File: src/rtl/lsu_pkg.sv
// Shared definitions for the load/store unit: datapath widths, RV32 funct3
// load/store encodings, response error codes, FSM states and the registered
// memory command payload.
package lsu_pkg;

  localparam int unsigned XLEN   = 32;
  localparam int unsigned STRB_W = XLEN / 8;

  // RV32 funct3 encodings (stores only use B/H/W)
  localparam logic [2:0] F3_B  = 3'b000;
  localparam logic [2:0] F3_H  = 3'b001;
  localparam logic [2:0] F3_W  = 3'b010;
  localparam logic [2:0] F3_BU = 3'b100;
  localparam logic [2:0] F3_HU = 3'b101;

  typedef enum logic [1:0] {
    ERR_OK       = 2'b00,
    ERR_MISALIGN = 2'b01,
    ERR_BUS      = 2'b10,
    ERR_ILLEGAL  = 2'b11
  } err_e;

  typedef enum logic [1:0] {
    IDLE   = 2'b00,
    ACCESS = 2'b01,
    RESP   = 2'b10
  } state_e;

  // Data-memory command, held stable for the whole ACCESS phase
  typedef struct packed {
    logic              we;
    logic [XLEN-1:0]   addr;
    logic [STRB_W-1:0] wstrb;
    logic [XLEN-1:0]   wdata;
  } mem_cmd_t;

endpackage

File: src/rtl/lsu_if.sv
// Interfaces around the load/store unit.
//   lsu_req_if : control path <-> lsu (en, request handshake, response, busy)
//                master = control path, slave = lsu
//   lsu_mem_if : lsu <-> data memory (mem_req/mem_ready handshake)
//                master = lsu, slave = memory
interface lsu_req_if;
  import lsu_pkg::*;

  logic             en;
  logic             req_valid;
  logic             req_ready;
  logic             req_we;
  logic [2:0]       req_funct3;
  logic [XLEN-1:0]  req_addr;
  logic [XLEN-1:0]  req_wdata;
  logic             rsp_valid;
  logic [XLEN-1:0]  rsp_rdata;
  logic [1:0]       rsp_err;
  logic             busy;

  modport master (
    output en, req_valid, req_we, req_funct3, req_addr, req_wdata,
    input  req_ready, rsp_valid, rsp_rdata, rsp_err, busy
  );

  modport slave (
    input  en, req_valid, req_we, req_funct3, req_addr, req_wdata,
    output req_ready, rsp_valid, rsp_rdata, rsp_err, busy
  );
endinterface

interface lsu_mem_if;
  import lsu_pkg::*;

  logic              mem_req;
  logic              mem_we;
  logic [XLEN-1:0]   mem_addr;
  logic [STRB_W-1:0] mem_wstrb;
  logic [XLEN-1:0]   mem_wdata;
  logic              mem_ready;
  logic [XLEN-1:0]   mem_rdata;

  modport master (
    output mem_req, mem_we, mem_addr, mem_wstrb, mem_wdata,
    input  mem_ready, mem_rdata
  );

  modport slave (
    input  mem_req, mem_we, mem_addr, mem_wstrb, mem_wdata,
    output mem_ready, mem_rdata
  );
endinterface

File: src/rtl/lsu_align.sv
// Combinational lane logic for the lsu.
// Store side (fed by the incoming request): lane-replicated write data,
//   byte strobes, illegal-funct3 and misalignment flags.
// Load side (fed by the registered request): byte/half selection from the
//   read word with sign or zero extension.
// Ports:
//   st_we_i, st_funct3_i, st_off_i, st_wdata_i : incoming request fields
//   st_wdata_o, st_wstrb_o                     : write data / strobes (0 for loads)
//   illegal_o, misalign_o                      : request classification
//   ld_funct3_i, ld_off_i, ld_rdata_i          : registered load info + read word
//   ld_data_o                                  : extended load result
module lsu_align
  import lsu_pkg::*;
(
  input  logic              st_we_i,
  input  logic [2:0]        st_funct3_i,
  input  logic [1:0]        st_off_i,
  input  logic [XLEN-1:0]   st_wdata_i,
  output logic [XLEN-1:0]   st_wdata_o,
  output logic [STRB_W-1:0] st_wstrb_o,
  output logic              illegal_o,
  output logic              misalign_o,
  input  logic [2:0]        ld_funct3_i,
  input  logic [1:0]        ld_off_i,
  input  logic [XLEN-1:0]   ld_rdata_i,
  output logic [XLEN-1:0]   ld_data_o
);

  logic [7:0]  ld_byte;
  logic [15:0] ld_half;

  // Request classification and store lane replication
  always_comb begin
    st_wdata_o = '0;
    st_wstrb_o = '0;
    illegal_o  = 1'b0;
    misalign_o = 1'b0;
    case (st_funct3_i)
      F3_B: begin
        st_wdata_o = {4{st_wdata_i[7:0]}};
        st_wstrb_o = 4'b0001 << st_off_i;
      end
      F3_H: begin
        st_wdata_o = {2{st_wdata_i[15:0]}};
        st_wstrb_o = st_off_i[1] ? 4'b1100 : 4'b0011;
        misalign_o = st_off_i[0];
      end
      F3_W: begin
        st_wdata_o = st_wdata_i;
        st_wstrb_o = 4'b1111;
        misalign_o = |st_off_i;
      end
      // Unsigned variants exist only for loads
      F3_BU: illegal_o = st_we_i;
      F3_HU: begin
        illegal_o  = st_we_i;
        misalign_o = st_off_i[0];
      end
      default: illegal_o = 1'b1;
    endcase
    if (!st_we_i) begin
      st_wdata_o = '0;
      st_wstrb_o = '0;
    end
  end

  assign ld_byte = ld_rdata_i[{ld_off_i, 3'b000} +: 8];
  assign ld_half = ld_rdata_i[{ld_off_i[1], 4'b0000} +: 16];

  // Load extension
  always_comb begin
    ld_data_o = '0;
    case (ld_funct3_i)
      F3_B:    ld_data_o = {{(XLEN-8){ld_byte[7]}}, ld_byte};
      F3_H:    ld_data_o = {{(XLEN-16){ld_half[15]}}, ld_half};
      F3_W:    ld_data_o = ld_rdata_i;
      F3_BU:   ld_data_o = {{(XLEN-8){1'b0}}, ld_byte};
      F3_HU:   ld_data_o = {{(XLEN-16){1'b0}}, ld_half};
      default: ld_data_o = '0;
    endcase
  end

endmodule

File: src/rtl/lsu.sv
// Load/store unit downstream of the ALU. Accepts one load/store at a time,
// runs a mem_req/mem_ready access on the data-memory port (with a bus
// timeout), and returns a one-cycle response with extended load data or an
// error code. Requests with illegal funct3 or misaligned addresses are
// answered directly without touching memory.
// Ports:
//   clk, rst : clock and synchronous active-high reset
//   req      : control-path side (en, request handshake, response, busy)
//   mem      : data-memory side (command, ready, read data)
module lsu
  import lsu_pkg::*;
#(
  parameter int unsigned DATA_WIDTH = 32,
  parameter int unsigned TIMEOUT    = 255
) (
  input  logic      clk,
  input  logic      rst,
  lsu_req_if.slave  req,
  lsu_mem_if.master mem
);

  localparam int unsigned CNT_W = (TIMEOUT > 1) ? $clog2(TIMEOUT) : 1;

  if (DATA_WIDTH != XLEN) begin : g_bad_width
    $error("lsu: only DATA_WIDTH = 32 is supported");
  end
  if (TIMEOUT < 1) begin : g_bad_timeout
    $error("lsu: TIMEOUT must be at least 1");
  end

  state_e            state_q, state_d;
  logic [CNT_W-1:0]  cnt_q, cnt_d;
  mem_cmd_t          mem_q, mem_d;
  logic [2:0]        f3_q, f3_d;
  logic [1:0]        off_q, off_d;
  logic [XLEN-1:0]   rdata_q, rdata_d;
  err_e              err_q, err_d;

  logic [XLEN-1:0]   st_wdata;
  logic [STRB_W-1:0] st_wstrb;
  logic              illegal;
  logic              misalign;
  logic [XLEN-1:0]   ld_data;

  lsu_align u_align (
    .st_we_i     (req.req_we),
    .st_funct3_i (req.req_funct3),
    .st_off_i    (req.req_addr[1:0]),
    .st_wdata_i  (req.req_wdata),
    .st_wdata_o  (st_wdata),
    .st_wstrb_o  (st_wstrb),
    .illegal_o   (illegal),
    .misalign_o  (misalign),
    .ld_funct3_i (f3_q),
    .ld_off_i    (off_q),
    .ld_rdata_i  (mem.mem_rdata),
    .ld_data_o   (ld_data)
  );

  // State and datapath registers
  always_ff @(posedge clk) begin
    if (rst) begin
      state_q <= IDLE;
      cnt_q   <= '0;
      mem_q   <= '0;
      f3_q    <= '0;
      off_q   <= '0;
      rdata_q <= '0;
      err_q   <= ERR_OK;
    end else begin
      state_q <= state_d;
      cnt_q   <= cnt_d;
      mem_q   <= mem_d;
      f3_q    <= f3_d;
      off_q   <= off_d;
      rdata_q <= rdata_d;
      err_q   <= err_d;
    end
  end

  // Next-state and datapath update
  always_comb begin
    state_d = state_q;
    cnt_d   = cnt_q;
    mem_d   = mem_q;
    f3_d    = f3_q;
    off_d   = off_q;
    rdata_d = rdata_q;
    err_d   = err_q;
    case (state_q)
      IDLE: begin
        if (req.req_valid && req.req_ready) begin
          f3_d  = req.req_funct3;
          off_d = req.req_addr[1:0];
          if (illegal) begin
            state_d = RESP;
            err_d   = ERR_ILLEGAL;
            rdata_d = '0;
          end else if (misalign) begin
            state_d = RESP;
            err_d   = ERR_MISALIGN;
            rdata_d = '0;
          end else begin
            state_d     = ACCESS;
            cnt_d       = '0;
            mem_d.we    = req.req_we;
            mem_d.addr  = {req.req_addr[XLEN-1:2], 2'b00};
            mem_d.wstrb = st_wstrb;
            mem_d.wdata = st_wdata;
          end
        end
      end
      ACCESS: begin
        // mem_ready takes precedence over an expiring timeout
        if (mem.mem_ready) begin
          state_d = RESP;
          err_d   = ERR_OK;
          rdata_d = mem_q.we ? '0 : ld_data;
        end else if (cnt_q == CNT_W'(TIMEOUT - 1)) begin
          state_d = RESP;
          err_d   = ERR_BUS;
          rdata_d = '0;
        end else begin
          cnt_d = cnt_q + CNT_W'(1);
        end
      end
      RESP: begin
        state_d = IDLE;
        rdata_d = '0;
        err_d   = ERR_OK;
      end
      default: state_d = IDLE;
    endcase
  end

  assign req.req_ready = (state_q == IDLE) && req.en;
  assign req.busy      = (state_q != IDLE);
  assign req.rsp_valid = (state_q == RESP);
  assign req.rsp_rdata = rdata_q;
  assign req.rsp_err   = err_q;

  assign mem.mem_req   = (state_q == ACCESS);
  assign mem.mem_we    = mem_q.we;
  assign mem.mem_addr  = mem_q.addr;
  assign mem.mem_wstrb = mem_q.wstrb;
  assign mem.mem_wdata = mem_q.wdata;

endmodule

File: src/flat_wrapper.sv
// flat-port wrapper written by rule: the top's interface ports become plain ports
module lsu_flat import lsu_pkg::*;
#(
  parameter int unsigned DATA_WIDTH = 32,
  parameter int unsigned TIMEOUT    = 255
)
  (clk, rst, req_en, req_req_valid, req_req_we, req_req_funct3, req_req_addr, req_req_wdata, req_req_ready, req_rsp_valid, req_rsp_rdata, req_rsp_err, req_busy, mem_mem_req, mem_mem_we, mem_mem_addr, mem_mem_wstrb, mem_mem_wdata, mem_mem_ready, mem_mem_rdata);
  lsu_req_if req_i ();
  lsu_mem_if mem_i ();
  input  logic clk;
  input  logic rst;
  input wire logic [$bits(req_i.en)-1:0] req_en;
  input wire logic [$bits(req_i.req_valid)-1:0] req_req_valid;
  input wire logic [$bits(req_i.req_we)-1:0] req_req_we;
  input wire logic [$bits(req_i.req_funct3)-1:0] req_req_funct3;
  input wire logic [$bits(req_i.req_addr)-1:0] req_req_addr;
  input wire logic [$bits(req_i.req_wdata)-1:0] req_req_wdata;
  output wire logic [$bits(req_i.req_ready)-1:0] req_req_ready;
  output wire logic [$bits(req_i.rsp_valid)-1:0] req_rsp_valid;
  output wire logic [$bits(req_i.rsp_rdata)-1:0] req_rsp_rdata;
  output wire logic [$bits(req_i.rsp_err)-1:0] req_rsp_err;
  output wire logic [$bits(req_i.busy)-1:0] req_busy;
  output wire logic [$bits(mem_i.mem_req)-1:0] mem_mem_req;
  output wire logic [$bits(mem_i.mem_we)-1:0] mem_mem_we;
  output wire logic [$bits(mem_i.mem_addr)-1:0] mem_mem_addr;
  output wire logic [$bits(mem_i.mem_wstrb)-1:0] mem_mem_wstrb;
  output wire logic [$bits(mem_i.mem_wdata)-1:0] mem_mem_wdata;
  input wire logic [$bits(mem_i.mem_ready)-1:0] mem_mem_ready;
  input wire logic [$bits(mem_i.mem_rdata)-1:0] mem_mem_rdata;
  assign req_i.en = req_en;
  assign req_i.req_valid = req_req_valid;
  assign req_i.req_we = req_req_we;
  assign req_i.req_funct3 = req_req_funct3;
  assign req_i.req_addr = req_req_addr;
  assign req_i.req_wdata = req_req_wdata;
  assign req_req_ready = req_i.req_ready;
  assign req_rsp_valid = req_i.rsp_valid;
  assign req_rsp_rdata = req_i.rsp_rdata;
  assign req_rsp_err = req_i.rsp_err;
  assign req_busy = req_i.busy;
  assign mem_mem_req = mem_i.mem_req;
  assign mem_mem_we = mem_i.mem_we;
  assign mem_mem_addr = mem_i.mem_addr;
  assign mem_mem_wstrb = mem_i.mem_wstrb;
  assign mem_mem_wdata = mem_i.mem_wdata;
  assign mem_i.mem_ready = mem_mem_ready;
  assign mem_i.mem_rdata = mem_mem_rdata;
  lsu #(.DATA_WIDTH(DATA_WIDTH), .TIMEOUT(TIMEOUT)) u_core (.clk(clk), .rst(rst), .req(req_i), .mem(mem_i));
endmodule
File: config.mk
export PLATFORM = sky130hd
export DESIGN_NAME = lsu_flat
export DESIGN_NICKNAME = d
export VERILOG_FILES = /design/src/rtl/lsu_pkg.sv /design/src/rtl/lsu_if.sv /design/src/rtl/lsu_align.sv /design/src/rtl/lsu.sv /design/src/flat_wrapper.sv
export SDC_FILE = /design/constraint.sdc
export NUM_CORES = 1
export LEC_CHECK = 0
export CAP_MARGIN = 20
export CORE_AREA = 2 2 123 125
export CTS_CLUSTER_SIZE = 20
export DETAILED_ROUTE_END_ITERATION = 10
export DIE_AREA = 0 0 125 127
export GPL_ROUTABILITY_DRIVEN = 0
export PLACE_DENSITY = 0.69
export SLEW_MARGIN = 15
export SYNTH_ARGS = -nofsm -noshare
export SYNTH_HDL_FRONTEND = slang
export SYNTH_SLANG_ARGS = --single-unit
File: constraint.sdc
create_clock -name clk -period 2.3 [get_ports clk]
set_clock_uncertainty 0.1 [all_clocks]
set_input_delay 0.23 -clock clk [delete_from_list [all_inputs] [get_ports clk]]
set_output_delay 0.23 -clock clk [all_outputs]
set_load 0.02 [all_outputs]
Yosys cells after proc, flatten, opt, wreduce, memory -nomap -nowiden:

Cells that the tools add are included.
Widths: inputs -> output; s select.

* bits in registers: 116
* output and inout bits: 107
* word-level logic and storage cells: 83

* eq/ne operators: 18
* bitwise operators: 2
* shift operators: 3
* muxes and demuxes: 32
* add/subtract/negate cells: 1
* reductions and logical operators: 17

Operators by type and width (number)
* $mux 32: 7
* $pmux 32 s3: 2
* $pmux 32 s5: 1
* $mux 8: 5
* $shiftx 32x6->16: 1
* $shiftx 32x6->8: 1
* $mux 2: 9
* $pmux 8 s2: 1
* $eq 3x3->1 const B: 4
* $pmux 4 s3: 1
* $add 8x1->8 const B: 1
* $eq 8x8->1 const B: 1
* $mux 4: 2
* $ne 2x2->1 const B: 4
* $reduce_and 4->1: 2
* $eq 3x1->1 const B: 2
* $eq 3x2->1 const B: 2
* $logic_not 3->1: 2
* $ne 3x1->1 const B: 2
* $pmux 2 s3: 1
* $reduce_and 6->1: 1
* $reduce_or 2->1: 3
* $pmux 1 s2: 2
* $pmux 2 s2: 1
* other kinds (11): 15

Depth between registers and ports, before layout:

* word-level depth: 7
* depth in mapped cells: 9
* mapped depth without buffers: 7

By module:

Synthesis repeated with hierarchy kept, for this count alone.

* cell total of the unflattened synthesis: 755
* area total of the unflattened synthesis: 5962.0 sq um

Modules (own cells, without submodules)
* lsu: area each 4558.1 sq um, seq. area each 2322.2 sq um, cells each 539, times used 1
* lsu_align: area each 1403.8 sq um, seq. area each 0.0 sq um, cells each 216, times used 1

Least setup slack after synthesis:

Ideal clock, no wire load.

* kind: flip-flop to flip-flop
* from: reg u_core.state_q[1]
* to: reg u_core.rdata_q[10], in the netlist u_core.req.rsp_rdata[10]
* path slack: 0.139 ns
* buffers on the path: 2
* setup time: 0.071 ns
* period minus slack after synthesis: 2.161 ns
* required time: 2.129 ns
* arrival: 1.990 ns
* cell stages (with the launch flop): 10
* cells stage by stage: dfxtp_1 -> inv_1 -> ha_1 -> clkbuf_1 -> nor2b_1 -> o21a_1 -> nor3_4 -> nand3_1 -> buf_4 -> o2bb2ai_1

* elaborated cells between the ends (all ways): 11
* classes of those cells: eq/ne (5); mux (1); reduce/logical (5)

RTL lines
* start, declared: line lsu.sv:31 `state_e state_q, state_d;`
* start signal, assigned: line lsu.sv:71 `state_q <= state_d;`
* $eq 2x1->1 *
* named net mem_mem_req: line flat_wrapper.sv:23 `output wire logic [$bits(mem_i.mem_req)-1:0] mem_mem_req;`
* $ne 3x1->1 (no line) / $reduce_bool 3->1 (equally long branches)
* $reduce_and 4->1 (no line)
* end signal, assigned: line lsu.sv:76 `rdata_q <= rdata_d;`
* end, declared: line lsu.sv:36 `logic [XLEN-1:0] rdata_q, rdata_d;`

Mark *: on every way through the listed nets, which the timed path passes. The rest lies on a longest branch.
A chain may end at the register's enable or synchronous reset.

Worst setup path in the final report:

* from: reg u_core.state_q[0]
* to: out req_req_ready

* cells in the longest elaborated chain, start to end: 2

RTL lines
* $logic_not 2->1: line lsu.sv:136 `assign req.req_ready = (state_q == IDLE) && req.en;`
* $logic_and 1x1->1: line lsu.sv:136
* end, declared: line flat_wrapper.sv:18 `output wire logic [$bits(req_i.req_ready)-1:0] req_req_ready;`

No other way between the ends.

==> metrics.md <==
| Metric | Value |
|---|---|
| CTS resizes | 0 |
| Sequential fraction of the synthesis area | 0.440 |
| Placeable Area | 14,400 µm² |
| Cts bufs inserted | 17 |
| HP Start | rst |
| Avg WL per Cell | 17.0 µm |
| Area grow syn2layout | 56.8% |
| Slew margin rel. | 0.299 |
| Clk buf depth | 2 |
| Worst skew pair latency | 410 ps |
| Clock root buffer | clkbuf_16 |
| Pins Over Slew Limit | 0 |
| Post-DP HPWL | 13.1 mm |
| DRT Pass-1 Iters | 5 |
| Largest area contributor in the synthesized netlist | dfxtp_1 |
| Most numerous cell in the Yosys netlist | a21oi_1 |
| Setup crit start | u_core.state_q[0] |
| RR Startpoint | u_core.state_q[1] |
| Final Hold Vio Count | 0 |
| Fmax | 463 MHz |
| Area fraction of the dominant cell type after synthesis | 0.440 |
| DRC Markers | 0 |
| Fraction of registers with async set/reset | 0 |
| Total track usage | 0.221 |
| Starting Density | 0.366 |
| CTS sink cnt | 116 |
| Mapped Avg Cell Area | 8.19 µm² |
| FP Rows | 44 |
| RSZ-0062 raised after global routing | no |
| First-pass GRT wire length | 28.4 mm |
| Worst EP arrival | 1830 ps |
| Library cells used by synthesis | 49 |
| EDFF count, synth | 0 |
| Initial antenna violation count | 0 |
| DRT iter0 DRCs | 368 |
| Worst-path maximum fanout | 6 |
| Static Leak | 0.00301 µW |
| Pin slew with the least headroom to its limit | 1050 ps |
| Pwr/cell area | 729 nW/µm² |
| Number of setup violations in the final report | 0 |
| ANT nets after route | 0 |
| Vias/cell | 5.41 |
| Peak supply drop | 0.000460 V |
| Final #Nets | 956 |
| IO buf count | 209 |
| Commonest cells post-synth | a21oi_1 (127), dfxtp_1 (116), nand2_1 (99) |
| Setup Fix Bufs, Post-CTS | 0 |
| Yosys reg bits | 116 |
| Die Y-Extent | 127 µm |
| Hold buffers post-CTS | 0 |
| Total Wirelength | 17.8 mm |
| Final Critical Period | 2160 ps |
| Largest net degree at the start of global routing | 49 |
| Yosys warns | 0 |
| Synth Instances | 644 |
| IO Count | 212 |
| Layout Cells excl Fill | 1,042 |
| Crit path capture type | output pin |
| ANT cells | 0 |
| CP required | 1970 ps |
| Tcrit/Tclk final | 0.940 |
| TritonCTS clock tree | built |
| Hold WC Path Type | primary input to flip-flop |
| Max-cap violations | 0 |
| CP Class | flip-flop to output pin |
| Share of layout cells above drive strength 1 | 0.0851 |
| Via count | 5,639 |
| Outcome | finished clean |
| CTS H-Tree Depth | 4 |
| Gr ovfl total | 0 |
| Synth top area cells | dfxtp_1 (44%), a21oi_1 (12%), nand2_1 (7.0%), o2bb2ai_1 (5.3%), nand3_1 (2.9%) |
| Dpl cells | 1,010 |
| Design Power | 6030 µW |
| Crit path launch type | flip-flop |
| Syn Std Cell Area | 5280 µm² |
| Vias in the first global route | 5,440 |
| Die area | 15,900 µm² |
| Die Wd | 125 µm |
| CTS clk-pin slew, worst paths | 50 ps |
| Top FF cell, synth | dfxtp_1 |
-- cells in the final DEF, fill, tap and decap left out, types with 8 or more instances in the layout --
cell             synthesis  final
clkdlybuf4s50_1          0    207
a221oi_1                10     10
dfxtp_1                116    116
nand2_1                 99     99
nand3_1                 31     31
clkbuf_16                0     17
a21oi_1                127    126
nor3_1                  16     16
o2bb2ai_1               32     32
nor2_1                  30     30
nor2b_1                 14     14
and3_1                   8      8
o21ai_0                 21     21
a31oi_1                 13     13
buf_4                   13     23
-- cells by family after synthesis --
group | share of synthesized area
fa+ha+maj | 0.0142
mux | 0.0202
simple gates | 0.212
buf+inv | 0.0571
other cells | 0.000711
compound gates | 0.256
flops | 0.440
-- critical path: stages, from the launching register on --
cell             delay [ps]
dfxtp_1                 330
inv_1                    90
ha_1                    260
and2_1                  150
clkdlybuf4s50_1         590
-- registers in the layout, summed over array words and instances (netlist names) --
| register | flops |
|---|---|
| u_core.f3_q | 3 |
| u_core.mem.mem_wstrb | 4 |
| u_core.state_q | 2 |
| u_core.cnt_q | 8 |
| u_core.off_q | 2 |
| u_core.mem.mem_addr | 30 |
| u_core.req.rsp_rdata | 32 |
| u_core.req.rsp_err | 2 |
| u_core.mem.mem_we | 1 |
| u_core.mem.mem_wdata | 32 |
-- report_power, final --
part | switching [µW] | internal (µW)
logic | 563 | 490
clock network | 905 | 1970
registers | 37.9 | 2060
-- through the flow --
stage                     worst slack (ps)  area, µm²  setup TNS (ps)  hold WS [ps]   util
after global placement                21.2       7630               0           341  0.529
after floorplan                        139       5280               0           266      -
after detailed placement             -52.6       7630           -1290           345  0.529
after CTS                             24.1       8270               0          72.9  0.573
final                                  138       8270               0          89.9  0.573
after global routing                  32.3       8270               0          86.6  0.573
-- final cells by class --
| cell class | instances | area, µm² |
|---|---|---|
| inverters | 7 | 26.3 |
| well taps | 184 | 230 |
| clock inverters | 10 | 178 |
| fillers | 1297 | 6150 |
| repair buffers | 238 | 2380 |
| multi-input cells | 465 | 2670 |
| flip-flops and latches | 116 | 2320 |
| clock buffers | 22 | 464 |
-- metal layers --
| layer | track usage | share of wire |
|---|---|---|
| met1 | 0.266 | 0.41 |
| met3 | 0.0779 | 0.092 |
| met5 | 0 | 0 |
| met2 | 0.366 | 0.48 |
| met4 | 0.0810 | 0.022 |
-- path summary, 6_finish.rpt --
kind,end,slack (ps),cells past startpoint
max,req_req_ready,140,4
min,u_core.off_q[1],90,2
max reg2reg,u_core.req.rsp_rdata[0],220,8
min reg2reg,u_core.mem.mem_wdata[31],350,2
Note: power is estimated with default switching activity, not from simulation.
